`config.mk`:
```
export PLATFORM = sky130hd
export DESIGN_NAME = os_result_drain
export DESIGN_NICKNAME = d
export VERILOG_FILES = /design/src/rtl/os_drain_pkg.sv /design/src/rtl/os_drain_sat.sv /design/src/rtl/os_result_drain.sv
export SDC_FILE = /design/constraint.sdc
export NUM_CORES = 1
export LEC_CHECK = 0
export ABC_AREA = 1
export CAP_MARGIN = 10
export CORE_AREA = 5 5 209 211
export CTS_BUF_LIST = sky130_fd_sc_hd__clkbuf_4 sky130_fd_sc_hd__clkbuf_8
export DETAILED_ROUTE_END_ITERATION = 16
export DIE_AREA = 0 0 214 216
export PLACE_DENSITY = 0.63
export SETUP_SLACK_MARGIN = 0.5
export SLEW_MARGIN = 40
export SYNTH_ARGS = -nofsm -noshare
export SYNTH_HDL_FRONTEND = slang
export SYNTH_SLANG_ARGS = --single-unit
export TNS_END_PERCENT = 30
```
`constraint.sdc`:
```
create_clock -name clk -period 24.9 [get_ports clk]
set_input_delay 4.98 -clock clk [delete_from_list [all_inputs] [get_ports clk]]
set_output_delay 4.98 -clock clk [all_outputs]
set_load 0.005 [all_outputs]
```
`src/rtl/os_drain_pkg.sv`:
```
// rtl/os_drain_pkg.sv - shared FSM state type and word conversion helper for the result drain
package os_drain_pkg;

   // Drain sequencer states
   typedef enum logic [1:0] {
      IDLE  = 2'd0,
      DRAIN = 2'd1,
      FLUSH = 2'd2
   } drain_state_t;

   // Working width for conversion; accumulator words are sign-extended to this
   localparam int CONV_W = 128;

   // Outcome of converting one accumulator word to the output width
   typedef enum logic [1:0] {
      CLIP_NONE = 2'd0,
      CLIP_MAX  = 2'd1,
      CLIP_MIN  = 2'd2
   } clip_t;

   // Decides whether a word saturates high, low, or passes as a truncation
   function automatic clip_t conv_clip(input logic signed [CONV_W-1:0] w,
                                       input int                       out_w,
                                       input logic                     sat_en);
      logic signed [CONV_W-1:0] one;
      logic signed [CONV_W-1:0] lim_max;
      logic signed [CONV_W-1:0] lim_min;
      one     = 1;
      lim_max = (one <<< (out_w - 1)) - one;
      lim_min = -lim_max - one;
      conv_clip = CLIP_NONE;
      if (sat_en) begin
         if (w > lim_max)
            conv_clip = CLIP_MAX;
         else if (w < lim_min)
            conv_clip = CLIP_MIN;
      end
   endfunction

endpackage

```
`src/rtl/os_drain_sat.sv`:
```
// rtl/os_drain_sat.sv - converts one accumulator word to OUT_W bits (saturating when OS_DRAIN_SAT_EN is defined)
module os_drain_sat
   import os_drain_pkg::*;
#(
   parameter int WIDTH_MAC = 48,
   parameter int OUT_W     = 32
) (
   input  logic [WIDTH_MAC-1:0] din,
   output logic [OUT_W-1:0]     dout
);

`ifdef OS_DRAIN_SAT_EN
   localparam logic SAT_EN = 1'b1;
`else
   localparam logic SAT_EN = 1'b0;
`endif

   localparam logic [OUT_W-1:0] MAX_WORD = {1'b0, {(OUT_W-1){1'b1}}};
   localparam logic [OUT_W-1:0] MIN_WORD = {1'b1, {(OUT_W-1){1'b0}}};

   logic signed [CONV_W-1:0] ext;
   clip_t                    clip;

   // Sign-extend, classify, then pick the clipped limit or the low OUT_W bits
   always_comb begin
      ext  = {{(CONV_W-WIDTH_MAC){din[WIDTH_MAC-1]}}, din};
      clip = conv_clip(ext, OUT_W, SAT_EN);
      case (clip)
         CLIP_MAX: dout = MAX_WORD;
         CLIP_MIN: dout = MIN_WORD;
         default:  dout = din[OUT_W-1:0];
      endcase
   end

endmodule

```
`src/rtl/os_result_drain.sv`:
```
// rtl/os_result_drain.sv - snapshots the output-stationary array and streams it out row by row (option: OS_DRAIN_SAT_EN)
module os_result_drain
   import os_drain_pkg::*;
#(
   parameter int WIDTH_MAC = 48,
   parameter int X_AXIS    = 3,
   parameter int Y_AXIS    = 3,
   parameter int OUT_W     = 32,
   localparam int ROW_W    = (Y_AXIS > 1) ? $clog2(Y_AXIS) : 1
) (
   input  logic                        clk,
   input  logic                        rst,
   input  logic signed [WIDTH_MAC-1:0] MAC_out [Y_AXIS][X_AXIS],
   input  logic                        start,
   output logic                        arr_clear,
   output logic [X_AXIS*OUT_W-1:0]     res_data,
   output logic [ROW_W-1:0]            res_row,
   output logic                        res_valid,
   input  logic                        res_ready,
   output logic                        res_last,
   output logic                        busy,
   output logic                        drop_err
);

   drain_state_t         state;
   logic [WIDTH_MAC-1:0] shadow [Y_AXIS][X_AXIS];
   logic [WIDTH_MAC-1:0] row_words [X_AXIS];
   logic [ROW_W-1:0]     row_nxt;

   assign row_nxt = res_row + 1'b1;

   // Sequencer: snapshot on start, one beat per handshake, one flush cycle, then idle
   always_ff @(posedge clk) begin
      if (rst) begin
         state     <= IDLE;
         res_row   <= '0;
         res_valid <= 1'b0;
         res_last  <= 1'b0;
         arr_clear <= 1'b0;
         busy      <= 1'b0;
         drop_err  <= 1'b0;
         for (int r = 0; r < Y_AXIS; r++)
            for (int c = 0; c < X_AXIS; c++)
               shadow[r][c] <= '0;
      end else begin
         arr_clear <= 1'b0;
         case (state)
            IDLE: begin
               if (start) begin
                  for (int r = 0; r < Y_AXIS; r++)
                     for (int c = 0; c < X_AXIS; c++)
                        shadow[r][c] <= MAC_out[r][c];
                  state     <= DRAIN;
                  res_row   <= '0;
                  res_valid <= 1'b1;
                  res_last  <= (Y_AXIS == 1);
                  arr_clear <= 1'b1;
                  busy      <= 1'b1;
               end
            end
            DRAIN: begin
               if (start)
                  drop_err <= 1'b1;
               if (res_ready) begin
                  if (res_last) begin
                     state     <= FLUSH;
                     res_row   <= '0;
                     res_valid <= 1'b0;
                     res_last  <= 1'b0;
                  end else begin
                     res_row  <= row_nxt;
                     res_last <= (row_nxt == ROW_W'(Y_AXIS - 1));
                  end
               end
            end
            FLUSH: begin
               if (start)
                  drop_err <= 1'b1;
               state <= IDLE;
               busy  <= 1'b0;
            end
            default: state <= IDLE;
         endcase
      end
   end

   // Select the buffered row currently being presented
   always_comb begin
      for (int c = 0; c < X_AXIS; c++)
         row_words[c] = shadow[res_row][c];
   end

   for (genvar c = 0; c < X_AXIS; c++) begin : g_conv
      os_drain_sat #(
         .WIDTH_MAC (WIDTH_MAC),
         .OUT_W     (OUT_W)
      ) u_sat (
         .din  (row_words[c]),
         .dout (res_data[c*OUT_W +: OUT_W])
      );
   end

endmodule

```
==> flow_metrics.py <==
metrics = {
    "drt": {
        "first_pass_iters": 5,
        "via_per_inst": 4.49,
        "vias": 10700,
        "drc_errors": 0,
        "wl_per_cell_um": 16.9,
        "ant_nets": 0,
        "wl_um": 40400,
        "drt_iter0_markers": 541,
    },
    "synthesis": {
        "syn_area_mm2": 0.0141,
        "ys_top_cells_by_area": "edfxtp_1 (61%), nor2_2 (8.9%), inv_1 (8.1%)",
        "ys_seq_area_share_pct": 62.9,
        "yosysWarnings": 0,
        "ys_ff_latch": 299,
        "avgSynthCellArea_um2": 9.95,
        "syn_nets": 1859,
        "synth_top_cell_area_share_pct": 61.3,
        "yosysTopAreaCell": "edfxtp_1",
        "syn_inst": 1417,
        "synth_cell_type_count": 19,
    },
    "clocking": {
        "cts_max_level": 2,
        "clkSlewWorstSetupHoldPaths_ns": 0.06,
        "clock-sinks": 299,
        "cts_hold_buf": 0,
        "cts.repair.resized": 0,
        "cts_buffers": 53,
        "root_buffer": "clkbuf_8",
        "postCtsSetupRepairBufs": 0,
        "clockBufferDepth": 3,
        "cts_tree": "done",
        "clkLatencyLatePin_ns": 0.61,
    },
    "power_and_ir_drop": {
        "vdd_drop_max_v": 0.0000533,
        "total_leakage_power_nw": 8.45,
        "power_density_mw_per_mm2": 98.7,
    },
    "status": {
        "status": "finished, final reports clean",
    },
    "sta": {
        "finalMaxSlewViolations": 0,
        "min_period_ns": 8.38,
        "period_share_pct": 33.7,
        "max-slew-margin-rel_pct": 47.2,
        "finalSetupViolCount": 0,
        "final.setup.tns_ns": 0,
        "hold_violations": 0,
        "skew_ns": 0.0241,
        "fmax_mhz": 119,
        "rsz0062_at_grt": "false",
        "worst_pin_slew_ns": 0.792,
        "layout_setup_ws_ns": 16.52,
    },
    "grt": {
        "antenna_found_initial": 5,
        "grt_use_met3_pct": 6.67,
        "met2_usage_pct": 27.6,
        "grt_use_met1_pct": 20.6,
        "busiest_layer": "met2",
        "grt_pass1_wl_um": 61200,
        "grt_overflow": 0,
        "grt_pass1_vias": 10900,
        "grt_max_degree": 82,
        "grtUsageTotal_pct": 16.8,
    },
    "final_layout": {
        "drive_gt1_share_pct": 16.1,
        "stdcell_area_mm2": 0.0194,
        "layout.cells.non_filler": 2388,
        "area_growth_pct": 37.6,
        "nets": 2246,
        "fin_util_pct": 46.7,
    },
    "placement": {
        "hpwlAfterDp_um": 27100,
        "globalplace.congestion": 0.811,
        "portBuffers": 394,
        "dpl_worst_slack_ns": 16.94,
        "dp_cells": 2287,
        "dpl_cell_area_mm2": 0.0184,
    },
    "run": {
        "maxCapViolations": 0,
    },
    "setup_path": {
        "start_kind": "flip-flop",
        "path_max_fanout": 55,
        "arrival_ns": 3.40,
        "crit_type": "reg2out",
        "cp-end-kind": "output pin",
        "cp_data_required_time_ns": 19.92,
        "reg2regPathDepth": 7,
    },
    "floorplan": {
        "rows": 75,
        "die_w_um": 214,
        "core_area_mm2": 0.0416,
        "start_util_pct": 33.9,
        "die-area_mm2": 0.0462,
        "die_h_um": 216,
        "ios": 539,
    },
    "min_path": {
        "holdPathStages": 2,
        "min_path_type": "reg2reg",
    },
}
## critical path, stage by stage (launching register included)
cell	delay (ns)
dfxtp_4	0.54
inv_4	0.52
buf_4	0.65
nand2_1	0.10
a21oi_1	0.33
clkdlybuf4s50_1	0.58
## per-stage QoR
stage	hold slack, ns	power, W
5_1_grt	0.515	0.00204
3_3_place_gp	0.463	0.00150
2_1_floorplan	0.460	0.00111
4_1_cts	0.500	0.00195
6_report	0.500	0.00192
3_5_place_dp	0.465	0.00151
## cells in the mapped netlist
library cell  number
buf_4              5
o21ai_0            1
edfxtp_1         288
buf_2             26
dfxtp_1           11
inv_2              3
a21oi_1          195
clkbuf_1          19
nand3_1            6
o21bai_1           1
buf_1              1
nor2_1           204
inv_1            304
ha_1               6
nand2_1          122
nor2_2           200
clkbuf_2           1
buf_6             23
a211oi_1           1
## metal layers
layer | share of wire (%) | routed length (µm)
met4 | 2.1 | 862
met1 | 41 | 16600
met2 | 47 | 19000
met5 | 0.062 | 25
met3 | 9.6 | 3860
## power breakdown
part | switching [W] | internal [W] | total [W]
registers | 0.0000563 | 0.000690 | 0.000747
logic | 0.000395 | 0.000347 | 0.000741
clock network | 0.000203 | 0.000225 | 0.000428
total | 0.000654 | 0.00126 | 0.00192
## path summary, 6_finish.rpt
kind | startpoint | end | slack [ns]
max | flip-flop | res_data[9] | 16.52
min | res_valid | res_valid | 0.50
max reg2reg | state[1] | shadow[2][15] | 21.94
min reg2reg | res_valid | res_valid | 0.50
## registers in the layout (all words and copies together) (netlist names), named ones only
name and count:
shadow 288, busy 1, drop_err 1, arr_clear 1, state 2, res_row 2
res_last 1, res_valid 1
## final cells by class
type	instances	area, µm²
Fill cell	4010	22200
Inverter	307	1160
Multi-Input combinational cell	736	3600
Clock inverter	35	188
Clock buffer	62	803
Timing Repair Buffer	407	4110
Sequential cell	299	8880
Tap cell	539	674
Antenna cell	3	7.51
## logic make-up (layout without fill, tap and decap cells)
| family | count (synthesis) | count (layout) | share of synthesized area [%] |
|---|---|---|---|
| other | 0 | 3 | 0 |
| AO/OA/AOI/OAI | 198 | 198 | 7.06 |
| adder cells (fa/ha/maj) | 6 | 6 | 0.532 |
| AND/OR/NAND/NOR | 532 | 532 | 17.8 |
| flip-flops | 299 | 299 | 62.9 |
| buffers and inverters | 382 | 811 | 11.8 |
## cells in the final DEF, fill, tap and decap left out, types with 6 or more instances in the layout
cell type,n
a21oi_1,195
nor2_2,200
clkinv_1,19
nor2_1,204
clkinv_2,11
inv_1,304
edfxtp_1,288
clkbuf_4,8
nand2_1,121
clkbuf_8,54
dfxtp_1,9
clkdlybuf4s50_1,394
buf_4,6
ha_1,6
(Power assumes the default switching activity.)
